===== src/rtl/fifo_uart_tx.sv =====
// UART transmitter that pops bytes from a FIFO read port and serialises them
// LSB first with a start bit, optional parity and one or two stop bits.
module fifo_uart_tx #(
  parameter int DATA_WIDTH   = 8,
  parameter int CLKS_PER_BIT = 16,
  parameter int PARITY       = 0,
  parameter int STOP_BITS    = 1
) (
  input  logic                  clk,
  input  logic                  rst_n,
  input  logic                  fifo_not_empty,
  input  logic [DATA_WIDTH-1:0] fifo_data,
  output logic                  fifo_rd,
  output logic                  tx,
  output logic                  busy
);

  localparam int CNT_W = (CLKS_PER_BIT > 1) ? $clog2(CLKS_PER_BIT) : 1;
  localparam int IDX_W = $clog2(DATA_WIDTH + 1);
  localparam logic [CNT_W-1:0] CNT_LAST  = CNT_W'(CLKS_PER_BIT - 1);
  localparam logic [IDX_W-1:0] IDX_LAST  = IDX_W'(DATA_WIDTH - 1);
  localparam logic [IDX_W-1:0] STOP_LAST = IDX_W'(STOP_BITS - 1);
  localparam bit               HAS_PARITY = (PARITY != 0);

  typedef enum logic [2:0] {
    ST_IDLE   = 3'd0,
    ST_FETCH  = 3'd1,
    ST_START  = 3'd2,
    ST_DATA   = 3'd3,
    ST_PARITY = 3'd4,
    ST_STOP   = 3'd5
  } state_t;

  state_t                  state_r;
  logic [CNT_W-1:0]        baud_cnt_r;
  logic [IDX_W-1:0]        bit_idx_r;
  logic [DATA_WIDTH-1:0]   shift_r;
  logic                    parity_r;
  logic                    tx_r;
  logic                    bit_end_s;
  logic [DATA_WIDTH-1:0]   shift_next_s;

  // Even parity is the XOR of the data bits; odd parity is its inverse.
  function automatic logic calc_parity(input logic [DATA_WIDTH-1:0] data);
    if (PARITY == 2) begin
      return ~(^data);
    end else begin
      return ^data;
    end
  endfunction

  assign bit_end_s    = (baud_cnt_r == CNT_LAST);
  assign shift_next_s = {1'b0, shift_r[DATA_WIDTH-1:1]};

  assign fifo_rd = (state_r == ST_FETCH);
  assign busy    = (state_r != ST_IDLE);
  assign tx      = tx_r;

  // Frame sequencer: state, baud counter, bit index, shift register and line driver.
  always_ff @(posedge clk or negedge rst_n) begin
    if (!rst_n) begin
      state_r    <= ST_IDLE;
      baud_cnt_r <= {CNT_W{1'b0}};
      bit_idx_r  <= {IDX_W{1'b0}};
      shift_r    <= {DATA_WIDTH{1'b0}};
      parity_r   <= 1'b0;
      tx_r       <= 1'b1;
    end else begin
      case (state_r)
        ST_IDLE: begin
          tx_r       <= 1'b1;
          baud_cnt_r <= {CNT_W{1'b0}};
          bit_idx_r  <= {IDX_W{1'b0}};
          if (fifo_not_empty) begin
            state_r <= ST_FETCH;
          end else begin
            state_r <= ST_IDLE;
          end
        end
        // Head word is stable here, so capture it and drive the start bit next cycle.
        ST_FETCH: begin
          shift_r    <= fifo_data;
          parity_r   <= calc_parity(fifo_data);
          baud_cnt_r <= {CNT_W{1'b0}};
          bit_idx_r  <= {IDX_W{1'b0}};
          tx_r       <= 1'b0;
          state_r    <= ST_START;
        end
        ST_START: begin
          if (bit_end_s) begin
            baud_cnt_r <= {CNT_W{1'b0}};
            tx_r       <= shift_r[0];
            state_r    <= ST_DATA;
          end else begin
            baud_cnt_r <= baud_cnt_r + CNT_W'(1);
          end
        end
        ST_DATA: begin
          if (bit_end_s) begin
            baud_cnt_r <= {CNT_W{1'b0}};
            if (bit_idx_r == IDX_LAST) begin
              bit_idx_r <= {IDX_W{1'b0}};
              if (HAS_PARITY) begin
                tx_r    <= parity_r;
                state_r <= ST_PARITY;
              end else begin
                tx_r    <= 1'b1;
                state_r <= ST_STOP;
              end
            end else begin
              shift_r   <= shift_next_s;
              tx_r      <= shift_next_s[0];
              bit_idx_r <= bit_idx_r + IDX_W'(1);
            end
          end else begin
            baud_cnt_r <= baud_cnt_r + CNT_W'(1);
          end
        end
        ST_PARITY: begin
          if (bit_end_s) begin
            baud_cnt_r <= {CNT_W{1'b0}};
            tx_r       <= 1'b1;
            state_r    <= ST_STOP;
          end else begin
            baud_cnt_r <= baud_cnt_r + CNT_W'(1);
          end
        end
        // The bit index doubles as the stop-bit counter.
        ST_STOP: begin
          tx_r <= 1'b1;
          if (bit_end_s) begin
            baud_cnt_r <= {CNT_W{1'b0}};
            if (bit_idx_r == STOP_LAST) begin
              bit_idx_r <= {IDX_W{1'b0}};
              state_r   <= ST_IDLE;
            end else begin
              bit_idx_r <= bit_idx_r + IDX_W'(1);
            end
          end else begin
            baud_cnt_r <= baud_cnt_r + CNT_W'(1);
          end
        end
        default: begin
          tx_r    <= 1'b1;
          state_r <= ST_IDLE;
        end
      endcase
    end
  end

endmodule


===== config.mk =====
export PLATFORM = sky130hd
export DESIGN_NAME = fifo_uart_tx
export DESIGN_NICKNAME = d
export VERILOG_FILES = /design/src/rtl/fifo_uart_tx.sv
export SDC_FILE = /design/constraint.sdc
export NUM_CORES = 1
export LEC_CHECK = 0
export BUFFER_PORTS_ARGS = -buffer_cell sky130_fd_sc_hd__buf_2
export CAP_MARGIN = 20
export CORE_MARGIN = 2
export CORE_UTILIZATION = 50
export DETAILED_ROUTE_END_ITERATION = 6
export GPL_TIMING_DRIVEN = 0
export PLACE_DENSITY = 0.69
export SLEW_MARGIN = 5
export SYNTH_ARGS = -nofsm -noshare
export SYNTH_HDL_FRONTEND = slang
export SYNTH_SLANG_ARGS = --single-unit
export TNS_END_PERCENT = 5

===== constraint.sdc =====
create_clock -name clk -period 2.6 [get_ports clk]
set_clock_uncertainty 0.1 [all_clocks]
set_input_delay 0.26 -clock clk [delete_from_list [all_inputs] [get_ports clk]]
set_output_delay 0.26 -clock clk [all_outputs]
set_load 0.02 [all_outputs]

==> impl_metrics.yaml <==
floorplanning:
  ioPinCount: 14
  core_um2: 2170
  rows: 17
  start_util_pct: 51.8
  dieArea_um2: 2650
  die_h_um: 51.4
  dieWidth_um: 51.4
clocking:
  cts_made_buffers: 3
  htreeDepth: 1
  post_cts_buffers: 0
  clockBufferDepth: 2
  cts_tree: "done"
  cts_sinks: 20
  insertion_delay_ns: 0.31
  clkSlewWorstSetupHoldPaths_ns: 0.13
  ctsRootBufferMaster: "clkbuf_4"
route:
  wl_met1_um: 1170
  viasPerCell: 5.77
  highest_layer: "met4"
  vias: 999
  wirelength_um: 2370
  dr_wl_met2_um: 1090
  route.detailed.drc: 0
  wl_met3_um: 76
  drt_iter0_markers: 25
  antenna_left: 0
  drtPass1Iterations: 5
  avgRoutedWirePerCell_um: 13.7
yosys:
  synthDistinctLibCells: 34
  ys_ff_latch: 20
  synth.area.mux_share_pct: 2.67
  synth.largest_area_cell: "dfrtp_1"
  synth-compound-area-share_pct: 23.6
  synthXorXnorAreaFrac_pct: 0.779
  synth_cells: 127
  async_flop_share_pct: 100
  yosysTopAreaCellShare_pct: 42.3
  synth-edff-count: 0
  synth_top_family_by_area: "compound AO/OA/AOI/OAI gates"
  ys.flop_type: "dfrtp_1"
  postSynthAreaPerCell_um2: 8.86
  synthSimpleGateAreaFrac_pct: 18.1
  synth_fa_ha_area_share_pct: 4.34
  ys_warn_count: 0
  synth_seq_area_share_pct: 44.6
  syn-num-nets: 141
  ys_top_cells_by_area: "dfrtp_1 (42%), o22ai_1 (9.5%), a21oi_1 (5.8%)"
  netlist_area_um2: 1120
cells_and_area:
  drive_gt1_share_pct: 16.6
  n_antenna_cell: 0
  fin_cells: 173
  layout.cells.most_common: "dfrtp_1"
  area_growth_pct: 14.5
  fillers: 217
  regArea_um2: 502
  multi_input_area_um2: 557
  fin_area_um2: 1290
  final_cell_mix: "dfrtp_1 (19), o22ai_1 (17), buf_2 (15), a21oi_1 (13), nand2_1 (11)"
  final_nets: 160
  postLayoutCoreUtil_pct: 59.3
placement:
  port_buffers: 13
  hpwl_um: 1650
  gp_routability_congestion: 0.818
  place_area_um2: 1220
  dp.cells: 168
  dp_slack_ns: 0.628
critical_path:
  crit_fanout: 10
  worstPathArrival_ns: 1.89
  cp-start-kind: "flop"
  crit_path_end_kind: "output pin"
  worst_ep_required_time_ns: 2.24
  crit_type: "flop to output pin"
run_status:
  status: "finished clean"
sta:
  finalSetupViolations: 0
  setup_slack_ns: 0.350
  fmax_mhz: 444
  rsz0062_at_grt: "false"
  final-hold-violation-count: 0
  fin_crit_ns: 2.25
  finalCritPeriodShare_pct: 86.5
  worst_slew_pin_slew_ns: 0.532
  hold_ws_ns: 0.0700
  max-slew-margin-rel_pct: 64.4
  maxSlewViolCount: 0
  tns_ns: 0
power_and_ir_drop:
  p_leak_nw: 0.594
  switching_share_pct: 19.0
  power.switching_mw: 0.111
  pwr-share-comb_pct: 2.8
  p_int_mw: 0.475
  seqPwrFrac_pct: 53.3
  power_mw: 0.587
  peakVddDrop_mv: 0.340
  clockPowerShare_pct: 44.0
  p_per_area_nw_per_um2: 456
global_route:
  antenna_found_initial: 0
  grt_overflow: 0
  grt_pass1_vias: 956
  grt.total_usage_pct: 20.7
  grt_max_degree: 21
  grt_pass1_wl_um: 4160
flow_run:
  drv_cap: 0
min_path:
  worstHoldPathType: "input port to flop"
[final cells by class]
| class | count | share of cell area (%) |
|---|---|---|
| multi-input cells | 91 | 43.2 |
| flip-flops and latches | 20 | 39.0 |
| repair buffers | 14 | 5.83 |
| well taps | 28 | 2.72 |
| inverters | 9 | 2.62 |
| plain buffers | 7 | 2.53 |
| clock inverters | 1 | 2.33 |
| clock buffers | 3 | 1.75 |
[Yosys cell counts (2+ instances only)]
cell type	n
a21oi_1	13
buf_2	2
clkbuf_1	3
dfrtp_1	19
ha_1	3
inv_1	9
mux2i_1	3
nand2_1	11
nand3_1	6
nand3b_1	4
nor2_1	8
nor3_1	4
o21ai_0	5
o22ai_1	17
[power by group through the flow]
stage                     sequential, mW  clock (mW)  combinational, mW
after floorplan                    0.318           0            0.00181
after global placement             0.318           0             0.0153
after detailed placement           0.318           0             0.0155
after CTS                          0.312       0.264             0.0168
after global routing               0.313       0.279             0.0184
final                              0.312       0.258             0.0162
[sequential cells by signal, summed over array words and instances, names as in the netlist]
signal,count
shift_r,8
state_r,3
tx,1
baud_cnt_r,4
bit_idx_r,4
[worst paths after layout]
kind,from,to,slack (ns),depth (start not counted)
max in group asynchronous,rst_n,tx,1.73,2
worst max register to register,bit_idx_r[0],bit_idx_r[3],0.57,5
worst min-delay path,fifo_data[7],shift_r[7],0.07,2
min in group asynchronous,rst_n,bit_idx_r[1],0.31,2
worst max-delay path,state_r[2],fifo_rd,0.35,6
worst min register to register,shift_r[7],shift_r[7],0.43,1
[critical path, stage by stage (launching register included)]
cell      delay [ns]
dfrtp_1         0.37
buf_4           0.17
nor2b_1         0.11
clkbuf_1        0.35
nand2_1         0.29
inv_1           0.13
buf_2           0.17
[kinds of logic (layout without fill, tap and decap cells)]
group | Yosys count | in the layout
mux | 3 | 3
xor+xnor | 1 | 1
compound gates | 43 | 43
simple gates | 40 | 40
buf+inv | 16 | 34
flops | 20 | 20
fa+ha+maj | 4 | 4
[metal layers]
layer  vias up  track usage (%)
li1        504                -
met1       473             29.0
met2        18             32.3
met3         4             3.80
met4         0             6.58
met5         -                0
[repair_timing]
item | 4_1_cts | 5_1_grt
resized for setup | 0 | 0
endpoints found under the hold margin | 19 | 0
endpoints found under the setup margin | 0 | 0
hold buffers | 1 | 0
(Power assumes the default switching activity.)
